--- src/rtl/stopwatch_ctrl.sv ---
// Stopwatch sequencing controller: run/pause/adjust mode, increment commands
// derived from the 1 Hz / 2 Hz strobes, and the per-digit blink mask used while adjusting.
module stopwatch_ctrl #(
  parameter int unsigned BLINK_HALF = 1
) (
  input  logic       clk,
  input  logic       rst,
  input  logic       pause_btn,
  input  logic       adj,
  input  logic       sel,
  input  logic       tick_1hz,
  input  logic       tick_2hz,
  output logic       sec_inc,
  output logic       min_inc,
  output logic [3:0] blank,
  output logic       running,
  output logic [1:0] mode
);

  localparam int unsigned CntW = (BLINK_HALF > 1) ? $clog2(BLINK_HALF) : 1;
  localparam logic [CntW-1:0] CntMax = CntW'(BLINK_HALF - 1);

  typedef enum logic [1:0] {
    StPause = 2'b00,
    StRun   = 2'b01,
    StAdj   = 2'b10,
    StBad   = 2'b11
  } state_e;

  state_e          state_q, state_d;
  logic            run_flag_q, run_flag_d;
  logic            pause_q;
  logic            pause_edge;
  logic [CntW-1:0] blink_cnt_q, blink_cnt_d;
  logic            blink_phase_q, blink_phase_d;
  logic            sec_inc_q, sec_inc_d;
  logic            min_inc_q, min_inc_d;
  logic [3:0]      blank_q, blank_d;
  logic            running_q, running_d;

  // Mode transitions; run_flag remembers the run/pause choice across ADJ.
  always_comb begin
    pause_edge = pause_btn & ~pause_q;
    run_flag_d = run_flag_q ^ pause_edge;
    state_d    = StPause;
    if (state_q == StBad) begin
      state_d = StPause;
    end else if (adj) begin
      state_d = StAdj;
    end else if (run_flag_d) begin
      state_d = StRun;
    end else begin
      state_d = StPause;
    end
  end

  // Increment commands come from the state held before this edge, not the next one.
  always_comb begin
    sec_inc_d = 1'b0;
    min_inc_d = 1'b0;
    unique case (state_q)
      StRun: sec_inc_d = tick_1hz;
      StAdj: begin
        sec_inc_d = tick_2hz & ~sel;
        min_inc_d = tick_2hz & sel;
      end
      default: ;
    endcase
  end

  // Blink divider: cleared on entry to ADJ so the selected digits start visible.
  always_comb begin
    blink_cnt_d   = blink_cnt_q;
    blink_phase_d = blink_phase_q;
    if ((state_q != StAdj) && (state_d == StAdj)) begin
      blink_cnt_d   = '0;
      blink_phase_d = 1'b0;
    end else if ((state_q == StAdj) && tick_2hz) begin
      if (blink_cnt_q == CntMax) begin
        blink_cnt_d   = '0;
        blink_phase_d = ~blink_phase_q;
      end else begin
        blink_cnt_d = blink_cnt_q + 1'b1;
      end
    end
  end

  // Registered display and status outputs, aligned with the next state.
  always_comb begin
    blank_d = 4'b0000;
    if (state_d == StAdj) begin
      blank_d = sel ? {blink_phase_d, blink_phase_d, 2'b00}
                    : {2'b00, blink_phase_d, blink_phase_d};
    end
    running_d = (state_d == StRun);
  end

  // State and output registers; pause_q resets high so a held button does not toggle.
  always_ff @(posedge clk) begin
    if (rst) begin
      state_q       <= StPause;
      run_flag_q    <= 1'b0;
      pause_q       <= 1'b1;
      blink_cnt_q   <= '0;
      blink_phase_q <= 1'b0;
      sec_inc_q     <= 1'b0;
      min_inc_q     <= 1'b0;
      blank_q       <= 4'b0000;
      running_q     <= 1'b0;
    end else begin
      state_q       <= state_d;
      run_flag_q    <= run_flag_d;
      pause_q       <= pause_btn;
      blink_cnt_q   <= blink_cnt_d;
      blink_phase_q <= blink_phase_d;
      sec_inc_q     <= sec_inc_d;
      min_inc_q     <= min_inc_d;
      blank_q       <= blank_d;
      running_q     <= running_d;
    end
  end

  assign sec_inc = sec_inc_q;
  assign min_inc = min_inc_q;
  assign blank   = blank_q;
  assign running = running_q;
  assign mode    = state_q;

endmodule

--- config.mk ---
export PLATFORM = sky130hd
export DESIGN_NAME = stopwatch_ctrl
export DESIGN_NICKNAME = d
export VERILOG_FILES = /design/src/rtl/stopwatch_ctrl.sv
export SDC_FILE = /design/constraint.sdc
export NUM_CORES = 1
export LEC_CHECK = 0
export BUFFER_PORTS_ARGS = -buffer_cell sky130_fd_sc_hd__buf_2
export CORE_AREA = 2 2 39 41
export DETAILED_ROUTE_END_ITERATION = 16
export DIE_AREA = 0 0 41 43
export PLACE_DENSITY = 0.5
export SYNTH_ARGS = -nofsm -noshare
export SYNTH_HDL_FRONTEND = slang
export SYNTH_SLANG_ARGS = --single-unit
--- constraint.sdc ---
create_clock -name clk -period 1.6 [get_ports clk]
set_clock_uncertainty 0.05 [all_clocks]
set_input_delay 0.48 -clock clk [delete_from_list [all_inputs] [get_ports clk]]
set_output_delay 0.48 -clock clk [all_outputs]
set_load 0.1 [all_outputs]
# After elaboration in Yosys (flattened, before gate mapping)
# Index checks and enable logic that the tools add are counted.
# word_totals
mem_bits_ro,0
n_memories,0
ram_bits,0
in_bits,7
latch_bits,0
elab_cells,40
output_inout_bits,9
ff_bits,11
# op_classes
mux,8
order_cmp,0
n_shift,0
bitwise,9
n_div,0
reduce_logical,6
n_mul,0
add_sub_neg,1
eq_ne,6
# ops
op,count
$eq A2 B2 Y1 const B,3
$reduce_or A3 Y1,2
$mux W1,5
$not A1 Y1,5
$eq A2 B1 Y1 const B,2
$mux W2,2
$reduce_or A2 Y1,2
$and A1 B1 Y1,3
$logic_and A1 B1 Y1,2
$ne A2 B2 Y1 const B,1
$pmux W1 S2,1
$add A1 B1 Y1 const B,1
$xor A1 B1 Y1,1

# Depth between registers and ports, before layout
# Gate-level depths: netlist (run 1).
# depth
depth_word,9
ltp_mapped,5
mapped_depth_nobuf,5

# Least setup slack after synthesis (run 1)
# Ideal clock, no wire load.
# synth_path
path_kind,flip-flop to output port
from,"register, netlist name blank[0]"
to,output blank[1]
setup_slack_ps,-286
stages_incl_launch_ff,2
arrival_ps,1356
required_time_ps,1070
n_path_buf,1
path_cell_list,dfxtp_1 -> buf_4
# synth_lines
element,line_no,text
"end, declared",15,"output logic [3:0] blank,"
# No word-level cell between the ends.

# Worst setup path in the final report (run 1)
# layout_path
from,"register, netlist name blank[0]"
to,output blank[0]
# No word-level cell between the ends.

==> metrics.yaml, run 1 <==
vias_per_cell: 4.188
ant_nets: 0
hold_path.class: "primary input to flip-flop"
cts.repair.resized: 0
syn_inst: 37
fin_crit_ps: 1517
cp-start-kind: "flip-flop"
htreeDepth: 1
tns_ps: 0
slowest_stage: "buf_2"
port_buffers: 15
clkSinkCount: 10
synthTopCellsByArea: "dfxtp_1 (51%), ha_1 (9.6%), xnor2_1 (4.5%)"
critPathKind: "flip-flop to output port"
crit_path_cell_trace: "buf_2"
grt_pass1_wl_um: 986
gp_congestion: 0.6093
cts_root_buf: "clkbuf_4"
path_clk_slew_ps: 60
critPathCaptureType: "output port"
drv_cap: 0
tightest_slew_ps: 484.9
cts_inserted_buffers: 3
cts_tree: "done"
drive_gt1_share_pct: 47.17
stdcell_area_um2: 530.5
p_comb_share_pct: 16.9
powerDensity_nw_per_um2: 964.9
clk_path_buf_depth: 2
grt_antenna_before_repair: 0
power_frac_seq_pct: 51.6
slew_viol_final: 0
worst_path_largest_cell_delay_ps: 410
ios: 16
nets: 65
syn-num-nets: 47
drc: 0
postPlaceCellArea_um2: 508.0
nFillCells: 148
synthDistinctLibCells: 17
setup_violations: 0
die_y_um: 43
vias: 289
initial_core_util_pct: 28.39
swShare_pct: 27.32
crit_family: "buffers and inverters"
finalHoldViolCount: 0
critPathRequiredTime_ps: 1070
synth-seq-cells: 10
seq_area_frac_synth_pct: 50.96
synth_top_area_share_pct: 50.96
grt_pass1_vias: 246
relSlewSlack_pct: 67.90
drt_pre_antenna_iters: 3
power_frac_clock_pct: 31.4
run_status: "completed"
crit_buf_inv: 1
yosys_warnings: 0
p_sw_mw: 0.1398
rows: 14
cts_hold_buf: 0
die_w_um: 41
timing.reg2reg.setup_slack_ps: 390
p_int_mw: 0.3720
cp_max_fo: 2
grt_start_max_net_pins: 9
crit_arrival_ps: 990
grtUsageTotal_pct: 8.954
rsz0062_at_grt: "no"
yosys.area.top_type: "dfxtp_1"
n_antenna_cell: 0
insertion_delay_ps: 250
syn_avg_cell_area_um2: 10.62
drtIter0Drc: 2
dieArea_um2: 1763
syn2layout_area_growth_pct: 35.03
synth_area_um2: 392.9
fmax_ghz: 0.6590
place_hpwl_um: 474.5
ir_worst_vdd_uv: 478.7
routed_wl_um: 601
period_share_pct: 94.84
core_area_um2: 1384
power.leakage_nw: 0.2336
overflow: 0
cts_setup_buffers: 0
wire_per_inst_um: 8.710
## cell usage after synthesis (all sizes together)
library cell,n
a211oi,1
buf,2
dfxtp,10
ha,3
inv,2
nand2,2
nand2b,2
nand3,1
nand3b,1
nor2,4
nor2b,1
nor4,3
nor4b,1
o21ai,1
or2,1
xnor2,2
## worst register-to-register path, delay by kind of cell, from the launching register on
kind / cells / cell delay [ps]
simple gates: 2 / 500
fa+ha+maj: 1 / 220
flops: 1 / 350
## state kept, by name, indices dropped and copies added (netlist names)
name           count
mode               2
min_inc            1
pause_q            1
run_flag_q         1
sec_inc            1
blank              2
running            1
blink_phase_q      1
## layout by cell type, fill, tap and decap left out
cell / instances
buf_12: 2
ha_1: 3
nor2_1: 4
nor2b_2: 1
nand2b_1: 2
nand2_1: 2
nor4b_2: 1
nand3_1: 1
nor4_2: 1
nand3b_1: 1
buf_2: 13
a211oi_1: 1
or2_1: 1
dfxtp_1: 6
inv_1: 2
nor4_1: 2
o21ai_1: 1
clkbuf_4: 3
xnor2_1: 2
dfxtp_2: 4
## power groups by stage
stage	sequential (mW)	clock (mW)	combinational, mW
6_report	0.264	0.161	0.0866
5_1_grt	0.266	0.180	0.0918
4_1_cts	0.265	0.170	0.0874
3_5_place_dp	0.270	0	0.0869
3_3_place_gp	0.270	0	0.0869
2_1_floorplan	0.301	0	0.0277
## cells by family after synthesis
logic type,after synthesis,share of synthesized area [%]
xor+xnor,2,4.459
simple gates,16,26.11
flops,10,50.95
buf+inv,4,5.732
fa+ha+maj,3,9.555
compound gates,2,3.184
## path summary, 6_finish.rpt
check,startpoint,endpoint,cells after the start
worst max-delay path,blank[0],blank[0],1
worst min-delay path,adj,mode[0],2
worst max register to register,mode[0],blank[2],3
worst min register to register,blink_phase_q,blink_phase_q,2
## metrics by stage
step	instances	worst slack (ps)	total power, mW	hold WS (ps)	utilization (%)
2_1_floorplan	37	48.24	0.3289	404.3	-
3_5_place_dp	66	354.5	0.3570	429.5	36.71
3_3_place_gp	66	363.7	0.3568	423.5	36.71
6_report	69	82.63	0.5119	361.5	38.34
4_1_cts	69	66.97	0.5223	354.2	38.34
5_1_grt	69	35.36	0.5380	349.2	38.34
## area by class of cell
class                      count  area [um^2]  share of cell area (%)
sequential                    10        205.2                   38.68
clock buffer                   3        22.52                   4.245
timing repair buffer          15        105.1                   19.81
multi-input combinational     23        170.2                   32.08
inverter                       2        7.507                   1.415
tap                           16        20.02                   3.774
## metal layers
layer,part of all wire [%],wire [um],GRT usage [%],vias up
li1,-,-,-,156
met1,43,259,10.03,120
met2,45,271,11.56,11
met3,9.5,57,6.283,2
met4,2.2,13,6.000,0
met5,0,0,0,-
Power figures use the tool's default switching activity.
==> run 2: changes to the inputs <==
CELL_PAD_IN_SITES_DETAIL_PLACEMENT = 0   (was unset)
CELL_PAD_IN_SITES_GLOBAL_PLACEMENT = 2   (was unset)
CORE_AREA = unset   (was 2 2 39 41)
CORE_MARGIN = 2   (was unset)
CORE_UTILIZATION = 27   (was unset)
DIE_AREA = unset   (was 0 0 41 43)
PLACE_DENSITY = 0.73   (was 0.5)
==> run 2 against run 1 <==
Compared with the run above: largest cell class unchanged; clock power up 44%; critical endpoint unchanged; critical path depth unchanged; routed wire length rose by 22%.
==> metrics.yaml, run 2 (synthesized netlist as in run 1, its figures left out) <==
run_status: "completed"
vias_per_cell: 4.493
insertion_delay_ps: 270
drt_pre_antenna_iters: 2
power_frac_clock_pct: 39.7
clkSinkCount: 10
slowest_stage: "buf_2"
grt_pass1_vias: 311
drive_gt1_share_pct: 48.15
cts_inserted_buffers: 3
slew_viol_final: 0
grtUsageTotal_pct: 9.494
htreeDepth: 1
cts_root_buf: "clkbuf_4"
vias: 310
crit_buf_inv: 1
layout_common_cells: "buf_2 (13), dfxtp_1 (6), nor2_1 (4), dfxtp_2 (4)"
ir_worst_vdd_uv: 460.4
rows: 13
crit_arrival_ps: 1010
worst_path_largest_cell_delay_ps: 410
ant_nets: 0
cts_hold_buf: 0
path_clk_slew_ps: 70
worstSetupStartpoint: "blank[0]"
tightest_slew_ps: 485.8
overflow: 0
critPathKind: "flip-flop to output port"
reg2reg_depth: 3
critPathRequiredTime_ps: 1070
nets: 65
holdWs_ps: 345.8
cts.repair.resized: 0
powerDensity_nw_per_um2: 1075
syn2layout_area_growth_pct: 38.22
grt_antenna_before_repair: 0
crit_path_cell_trace: "buf_2"
postPlaceCellArea_um2: 506.7
relSlewSlack_pct: 67.84
setup_slack_ps: 64.19
die_y_um: 42.15
hold_path.class: "primary input to flip-flop"
gp_congestion: 0.6682
power.leakage_nw: 0.2408
period_share_pct: 95.99
swShare_pct: 27.42
clk_path_buf_depth: 2
p_sw_mw: 0.1601
crit_end: "blank[0]"
wire_per_inst_um: 10.65
drtIter0Drc: 2
drv_cap: 0
ios: 16
r2r_start: "mode[0]"
grt_start_max_net_pins: 9
n_antenna_cell: 0
power_frac_seq_pct: 45.3
fin_crit_ps: 1536
cp-start-kind: "flip-flop"
drc: 0
dieArea_um2: 1776
cts_tree: "done"
port_buffers: 15
finalHoldViolCount: 0
die_w_um: 42.15
grt_pass1_wl_mm: 1.228
cp.depth: 1
p_comb_share_pct: 15.0
core_area_um2: 1334
nFillCells: 138
setup_violations: 0
dp_slack_ps: 353.1
routed_wl_um: 735
place_hpwl_um: 585.3
cp_max_fo: 2
final_common_cell: "buf_2"
tns_ps: 0
cts_setup_buffers: 0
crit_family: "buffers and inverters"
stdcell_area_um2: 543.0
timing.reg2reg.setup_slack_ps: 420
rsz0062_at_grt: "no"
initial_core_util_pct: 29.46
critPathCaptureType: "output port"
r2r_end: "blank[2]"
fmax_ghz: 0.6511
p_int_mw: 0.4238
## run 2: cell types whose count changed in the layout (fill, tap and decap cells not counted), sizes merged
cell	delta
clkbuf	+1
## run 2: how the worst min path moves through the flow
stage                             start  slack, ps            end  cells after the start
after global routing                adj        350        running                      2
after global placement    blink_phase_q        410  blink_phase_q                      2
final                               adj        350        mode[0]                      2
after floorplan           blink_phase_q        400  blink_phase_q                      2
after detailed placement  blink_phase_q        430  blink_phase_q                      2
after CTS                           adj        340        mode[0]                      2
## run 2: power by group through the flow
stage	combinational (mW)	sequential (mW)	clock, mW
6_report	0.0878	0.264	0.232
5_1_grt	0.0932	0.266	0.247
3_5_place_dp	0.0881	0.270	0
2_1_floorplan	0.0277	0.301	0
4_1_cts	0.0885	0.264	0.239
3_3_place_gp	0.0863	0.270	0
## run 2: final cells by class
type | count | area, um^2 | area share, %
Clock buffer | 4 | 36.28 | 6.682
Inverter | 2 | 7.507 | 1.382
Multi-Input combinational cell | 23 | 170.2 | 31.34
Sequential cell | 10 | 205.2 | 37.79
Tap cell | 15 | 18.77 | 3.456
Timing Repair Buffer | 15 | 105.1 | 19.35
## run 2: through the flow
stage                     total power, mW  std cells  util, %
after detailed placement           0.3585         65    37.99
final                              0.5839         69    40.71
after global routing               0.6059         69    40.71
after CTS                          0.5924         69    40.71
after global placement             0.3562         65    37.99
after floorplan                    0.3289         37        -
## run 2: metal layers
metal / routed length (um) / track usage [%] / up-vias
met5: 0 / 0 / -
met4: 25 / 9.375 / 0
met3: 60 / 3.448 / 3
met2: 330 / 14.69 / 14
met1: 320 / 9.610 / 139
li1: - / - / 154
## run 2: worst reg2reg max path: stages (launching register included)
cell and delay [ps]:
dfxtp_2 350, ha_1 220, nand2b_1 220, nor4b_2 260
